### src/rtl/mult32x32_pkg.sv
// ============================================================================
// Module   : mult32x32_pkg
// Brief    : Shared types and helpers for the 32x32 multiplier controller.
//            Used with or without MULT32X32_ZERO_SKIP_EN.
// Revision : 1.0  initial release
// ============================================================================
`default_nettype none

package mult32x32_pkg;

    typedef enum logic [1:0] {
        IDLE  = 2'd0,
        CLEAR = 2'd1,
        STEP  = 2'd2,
        DONE  = 2'd3
    } mult_state_t;

    localparam int MULT_NUM_STEPS = 8;

    // Byte index of A plus two bytes per halfword of B gives the shift in bytes.
    function automatic logic [2:0] step_shift_sel(input logic [2:0] k);
        return {1'b0, k[1:0]} + {1'b0, k[2], 1'b0};
    endfunction

endpackage

`default_nettype wire

### src/rtl/mult32x32_skip_next.sv
// ============================================================================
// Module   : mult32x32_skip_next
// Brief    : Finds the next step index whose A byte is nonzero.
//            Compiled only when MULT32X32_ZERO_SKIP_EN is defined.
// Revision : 1.0  initial release
// ============================================================================
`default_nettype none

`ifdef MULT32X32_ZERO_SKIP_EN
module mult32x32_skip_next
    import mult32x32_pkg::*;
(
    input  logic [31:0] a,
    input  logic [2:0]  k,
    input  logic        incl_cur,
    output logic [2:0]  next_k,
    output logic        none_left
);

    // Scanning downward leaves the lowest qualifying index in next_k.
    always_comb begin
        next_k    = 3'd0;
        none_left = 1'b1;
        for (int j = MULT_NUM_STEPS - 1; j >= 0; j--) begin
            if ((a[8*(j%4) +: 8] != 8'd0) &&
                ((j > int'(k)) || (incl_cur && (j == int'(k))))) begin
                next_k    = 3'(j);
                none_left = 1'b0;
            end
        end
    end

endmodule
`endif

`default_nettype wire

### src/rtl/mult32x32_ctrl.sv
// ============================================================================
// Module   : mult32x32_ctrl
// Brief    : Control FSM sequencing eight 8x16 partial products of a 32x32
//            multiply. MULT32X32_ZERO_SKIP_EN skips steps whose A byte is zero.
// Revision : 1.0  initial release
// ============================================================================
`default_nettype none

module mult32x32_ctrl
    import mult32x32_pkg::*;
(
    input  logic        clk,
    input  logic        reset,
    input  logic        start,
    input  logic [31:0] a,
    output logic [1:0]  a_sel,
    output logic        b_sel,
    output logic [2:0]  shift_sel,
    output logic        upd_prod,
    output logic        clr_prod,
    output logic        busy,
    output logic        done
);

    mult_state_t state_q, state_d;
    logic [2:0]  k_q, k_d;

`ifdef MULT32X32_ZERO_SKIP_EN
    logic       at_clear;
    logic [2:0] skip_k;
    logic       skip_none;

    assign at_clear = (state_q == CLEAR);

    // k_q is 0 in CLEAR, so including the current index finds the first step.
    mult32x32_skip_next u_skip_next (
        .a         (a),
        .k         (k_q),
        .incl_cur  (at_clear),
        .next_k    (skip_k),
        .none_left (skip_none)
    );
`else
    logic unused_a;
    assign unused_a = ^a;
`endif

    always_ff @(posedge clk or negedge reset) begin
        if (!reset) begin
            state_q <= IDLE;
            k_q     <= 3'd0;
        end else begin
            state_q <= state_d;
            k_q     <= k_d;
        end
    end

    always_comb begin
        state_d = state_q;
        k_d     = k_q;
        unique case (state_q)
            IDLE: begin
                k_d = 3'd0;
                if (start) state_d = CLEAR;
            end
            CLEAR: begin
`ifdef MULT32X32_ZERO_SKIP_EN
                if (skip_none) begin
                    state_d = DONE;
                    k_d     = 3'd0;
                end else begin
                    state_d = STEP;
                    k_d     = skip_k;
                end
`else
                state_d = STEP;
                k_d     = 3'd0;
`endif
            end
            STEP: begin
`ifdef MULT32X32_ZERO_SKIP_EN
                if (skip_none) begin
                    state_d = DONE;
                    k_d     = 3'd0;
                end else begin
                    k_d = skip_k;
                end
`else
                if (k_q == 3'(MULT_NUM_STEPS - 1)) begin
                    state_d = DONE;
                    k_d     = 3'd0;
                end else begin
                    k_d = k_q + 3'd1;
                end
`endif
            end
            DONE: begin
                state_d = IDLE;
                k_d     = 3'd0;
            end
            default: begin
                state_d = IDLE;
                k_d     = 3'd0;
            end
        endcase
    end

    // Pure Moore decode: start and a never reach the outputs combinationally.
    always_comb begin
        a_sel     = 2'd0;
        b_sel     = 1'b0;
        shift_sel = 3'd0;
        upd_prod  = 1'b0;
        clr_prod  = 1'b0;
        busy      = 1'b0;
        done      = 1'b0;
        unique case (state_q)
            CLEAR: begin
                clr_prod = 1'b1;
                busy     = 1'b1;
            end
            STEP: begin
                upd_prod  = 1'b1;
                busy      = 1'b1;
                a_sel     = k_q[1:0];
                b_sel     = k_q[2];
                shift_sel = step_shift_sel(k_q);
            end
            DONE: begin
                done = 1'b1;
            end
            default: begin
                busy = 1'b0;
            end
        endcase
    end

endmodule

`default_nettype wire

### config.mk
export PLATFORM = sky130hd
export DESIGN_NAME = mult32x32_ctrl
export DESIGN_NICKNAME = d
export VERILOG_FILES = /design/src/rtl/mult32x32_pkg.sv /design/src/rtl/mult32x32_skip_next.sv /design/src/rtl/mult32x32_ctrl.sv
export SDC_FILE = /design/constraint.sdc
export NUM_CORES = 1
export LEC_CHECK = 0
export ABC_AREA = 1
export CORE_MARGIN = 5
export CORE_UTILIZATION = 27
export CTS_CLUSTER_DIAMETER = 60
export DETAILED_ROUTE_END_ITERATION = 10
export GPL_TIMING_DRIVEN = 1
export PLACE_DENSITY = 0.92
export SLEW_MARGIN = 25
export SYNTH_ARGS = -nofsm -noshare
export SYNTH_HDL_FRONTEND = slang
export SYNTH_HIERARCHICAL = 1
export SYNTH_SLANG_ARGS = --single-unit
export TNS_END_PERCENT = 10
### constraint.sdc
create_clock -name clk -period 2.4 [get_ports clk]
set_clock_uncertainty 0.15 [all_clocks]
set_input_delay 0.24 -clock clk [delete_from_list [all_inputs] [get_ports clk]]
set_output_delay 0.24 -clock clk [all_outputs]
set_load 0.005 [all_outputs]
**After elaboration in Yosys (flattened, before gate mapping)**

Cells that the tools add are included.

- $add $sub $neg: 2
- Equal/unequal tests: 6
- Muxes and demuxes: 12
- Reductions and logical operators: 4

Operators with widths:

| operator | number |
|---|---|
| 2-bit one-hot mux with 4 select lines | 1 |
| 2-bit two-way mux | 3 |
| 3-bit two-way mux | 2 |
| 3-bit one-hot mux with 2 select lines | 1 |
| 1-bit two-way mux | 5 |
| 2-bit equality test (second input constant) | 2 |
| 2-bit inequality test (second input constant) | 2 |
| 2-bit by 2-bit adder with 3-bit output | 1 |
| 3-bit by 1-bit adder with 3-bit output (second input constant) | 1 |
| 3-bit equality test (second input constant) | 1 |
| 3-bit OR reduction | 1 |
| 2-bit by 1-bit equality test with 1-bit output (second input constant) | 1 |
| 2-bit zero test | 1 |
| 2-bit AND reduction | 1 |
| 2-bit OR reduction | 1 |

- Register bits after elaboration: 5

**Logic depth before layout (Yosys ltp)**

- Depth in word-level cells: 3
- Gate-level depth with buffers: 7
- Mapped depth without buffers: 7

**Worst setup path before layout**

No wires, ideal clock.

- Path kind: flip-flop to output port
- Start: register state_q[0]
- End: output shift_sel[0]
- Arrival: 1058 ps
- Data required time: 2010 ps
- Slack: 952 ps
- Stages on the path, launching flop included: 6
- Path buffers: 1
- Cell sequence: dfrtp_1 inv_1 ha_1 nand2_1 inv_1 buf_4

- Cells in the longest elaborated chain, start to end: 2

RTL lines:

| element | RTL line | RTL |
|---|---|---|
| start: declaration | mult32x32_ctrl.sv:25 | `mult_state_t state_q, state_d;` |
| start signal: assignment | mult32x32_ctrl.sv:53 | `state_q <= state_d;` |
| 2-bit equality test | mult32x32_ctrl.sv:117 | `unique case (state_q)` |
| 3-bit two-way mux | mult32x32_ctrl.sv:117 |  |
| end: declaration | mult32x32_ctrl.sv:18 | `output logic [2:0] shift_sel,` |

Every way passes these cells.

**Worst setup path in the final report**

- Start: register state_q[0]
- End: output a_sel[0]

- Cells in the longest elaborated chain, start to end: 2

RTL lines:

| element | RTL line | RTL |
|---|---|---|
| 2-bit equality test | mult32x32_ctrl.sv:117 |  |
| 2-bit two-way mux | mult32x32_ctrl.sv:117 |  |
| end: declaration | mult32x32_ctrl.sv:16 | `output logic [1:0] a_sel,` |

Every way passes these cells.

==> insert_results.sql <==
INSERT INTO impl_metrics (metric_group, metric, value, unit) VALUES
('route', 'drc_errors', '0', ''),
('worst_setup_path', 'start_kind', 'register', ''),
('clocking', 'clock_sinks', '5', ''),
('worst_setup_path', 'crit_top_cell', 'inv_1', ''),
('sta', 'min_period', '2.15', 'ns'),
('finish', 'layout.area.seq', '125', 'um^2'),
('finish', 'num_antenna_cells', '0', ''),
('clocking', 'post_cts_hold_buffer_count', '0', ''),
('finish', 'leading_cell_types_in_the_layout_fill_and_taps_excluded', 'nand2_1 (13), inv_1 (12), clkdlybuf4s50_1 (12)', ''),
('route', 'initialDrtViolationCount', '3', ''),
('floorplan', 'top_level_i_o_count', '45', ''),
('grt', 'global_route.usage.met2', '0.131', ''),
('sta', 'fin_crit_sh', '0.896', ''),
('finish', 'drive_above_1_share', '0.0968', ''),
('route', 'drt-pass1-iter-count', '2', ''),
('power_and_ir_drop', 'worst_vdd_drop', '396', 'uV'),
('placed_design', 'gp_congestion', '0.669', ''),
('clocking', 'tritoncts_clock_tree', 'yes', ''),
('clocking', 'tritoncts.num_buffers', '3', ''),
('floorplan', 'die_width', '47.3', 'um'),
('sta', 'timing.setup.tns', '0', 'ns'),
('status', 'outcome', 'completed', ''),
('placed_design', 'port_buffers', '12', ''),
('clocking', 'worstSkewPairLatency', '0.24', 'ns'),
('floorplan', 'dieArea', '2240', 'um^2'),
('grt', 'number_of_global_route_vias_before_repair', '302', ''),
('sta', 'maxSlewViolCount', '0', ''),
('grt', 'grt_max_degree', '9', ''),
('placed_design', 'hpwlAfterDp', '639', 'um'),
('yosys', 'ys_seq_elements', '5', ''),
('route', 'wl_per_cell', '8.87', 'um'),
('worst_setup_path', 'criticalPathCategory', 'reg2out', ''),
('grt', 'groute.usage.overall', '0.0788', ''),
('power_and_ir_drop', 'power.leakage', '0.000326', 'uW'),
('run', 'drv.max_cap_violation_count', '0', ''),
('hold_path', 'worstHoldPathType', 'in2async', ''),
('grt', 'grtUsageMet3', '0.0230', ''),
('grt', 'grt_most_used_layer', 'met2', ''),
('finish', 'multi_input_comb_area', '198', 'um^2'),
('floorplan', 'start_util', '0.288', ''),
('clocking', 'cts_root_buffer', 'clkbuf_4', ''),
('floorplan', 'die_h', '47.3', 'um'),
('route', 'drt-total-wl', '683', 'um'),
('sta', 'rsz0062_at_grt', 'false', ''),
('worst_setup_path', 'r2r-start', 'state_q[0]$_DFFE_PN0P_', ''),
('worst_setup_path', 'worst-path-max-fanout', '8', ''),
('yosys', 'mappedNetlistNets', '91', ''),
('worst_setup_path', 'worst_ep_required_time', '2.01', 'ns'),
('clocking', 'htree_num_levels', '1', ''),
('floorplan', 'floorplan.rows', '13', ''),
('worst_setup_path', 'worstSetupStartpoint', 'state_q[0]$_DFFE_PN0P_', ''),
('grt', 'global_route.overflow_total', '0', ''),
('worst_setup_path', 'path_cells', 'inv_1 > ha_1 > nand2_1 > inv_1 > clkdlybuf4s50_1', ''),
('grt', 'grt_pass1_wl', '1.15', 'mm'),
('sta', 'finalSetupViolCount', '0', ''),
('power_and_ir_drop', 'pwr_density_cell', '1060', 'nW/um^2'),
('route', 'dr_total_vias', '311', ''),
('yosys', 'ys_warnings', '6', ''),
('worst_setup_path', 'critical-path-max-stage-delay', '0.50', 'ns'),
('sta', 'worst-slew-pin-transition', '0.265', 'ns'),
('floorplan', 'design.core.area', '1300', 'um^2'),
('clocking', 'cts_setup_buffers', '0', ''),
('worst_setup_path', 'timing.critical_path.to_type', 'primary output', ''),
('finish', 'finalCoreUtilization', '0.410', ''),
('yosys', 'yosysSeqAreaShare', '0.333', ''),
('grt', 'global_route.usage.met1', '0.0731', ''),
('route', 'avgViaCountPerCell', '4.04', ''),
('yosys', 'post_synthesis_instance_area', '375', 'um^2'),
('worst_setup_path', 'worst-endpoint-arrival', '1.76', 'ns'),
('route', 'antenna_violating_nets_post_route', '0', ''),
('power_and_ir_drop', 'p_total', '566', 'uW');
[power by group]
part	internal (uW)	switching [uW]
Sequential	118	32.0
Clock	62.6	30.7
Combinational	166	157
Total	347	219
[cell type report]
type | count | area share
sequential | 5 | 0.235
timing repair buffer | 12 | 0.225
inverter | 12 | 0.0845
tap | 15 | 0.0352
clock buffer | 4 | 0.0493
multi-input combinational | 29 | 0.371
[stage by stage]
step                area, um^2  cells  hold slack [ns]  setup WS, ns
finish                     533     77           0.0750         0.250
global route               533     77           0.0890        0.0764
CTS                        533     77           0.0747         0.228
detailed placement         507     73            0.321         0.494
global placement           507     73            0.293         0.503
floorplan                  375     47           -0.206         0.952
[layer usage]
metal | wire [um] | vias to the layer above
li1 | - | 165
met1 | 246 | 135
met2 | 381 | 9
met3 | 39 | 2
met4 | 15 | 0
met5 | 0 | -
[state kept, by name, summed over array words and instances, names as in the netlist]
name / flops
k_q: 3
state_q: 2
[synthesized netlist by cell type]
cell type | instances | area share
nor2_1 | 2 | 0.020
inv_1 | 12 | 0.12
nand3_1 | 2 | 0.027
nand2_2 | 3 | 0.050
ha_1 | 9 | 0.30
buf_4 | 1 | 0.020
nand2_1 | 13 | 0.13
dfrtp_1 | 5 | 0.33
[worst paths after layout]
path,to,slack [ns],depth (start not counted)
setup reg to reg,state_q[0]$_DFFE_PN0P_,1.01,5
max in group asynchronous,k_q[2]$_DFF_PN0_,1.84,1
hold / removal,k_q[0]$_DFF_PN0_,0.07,1
hold reg to reg,k_q[0]$_DFF_PN0_,0.32,1
setup / recovery,a_sel[0],0.25,5
min in group clk,k_q[0]$_DFF_PN0_,0.32,1
[worst max-delay path, delay by kind of cell (launching register included)]
kind | cells | cell delay (ns)
simple gates | 1 | 0.09
buf+inv | 3 | 0.71
fa+ha+maj | 1 | 0.33
flops | 1 | 0.40
[logic make-up after synthesis]
kind of cell  Yosys count  synth area share
simple gates           20             0.227
fa+ha+maj               9             0.300
flops                   5             0.333
buf+inv                13             0.140
(Power assumes the default switching activity.)
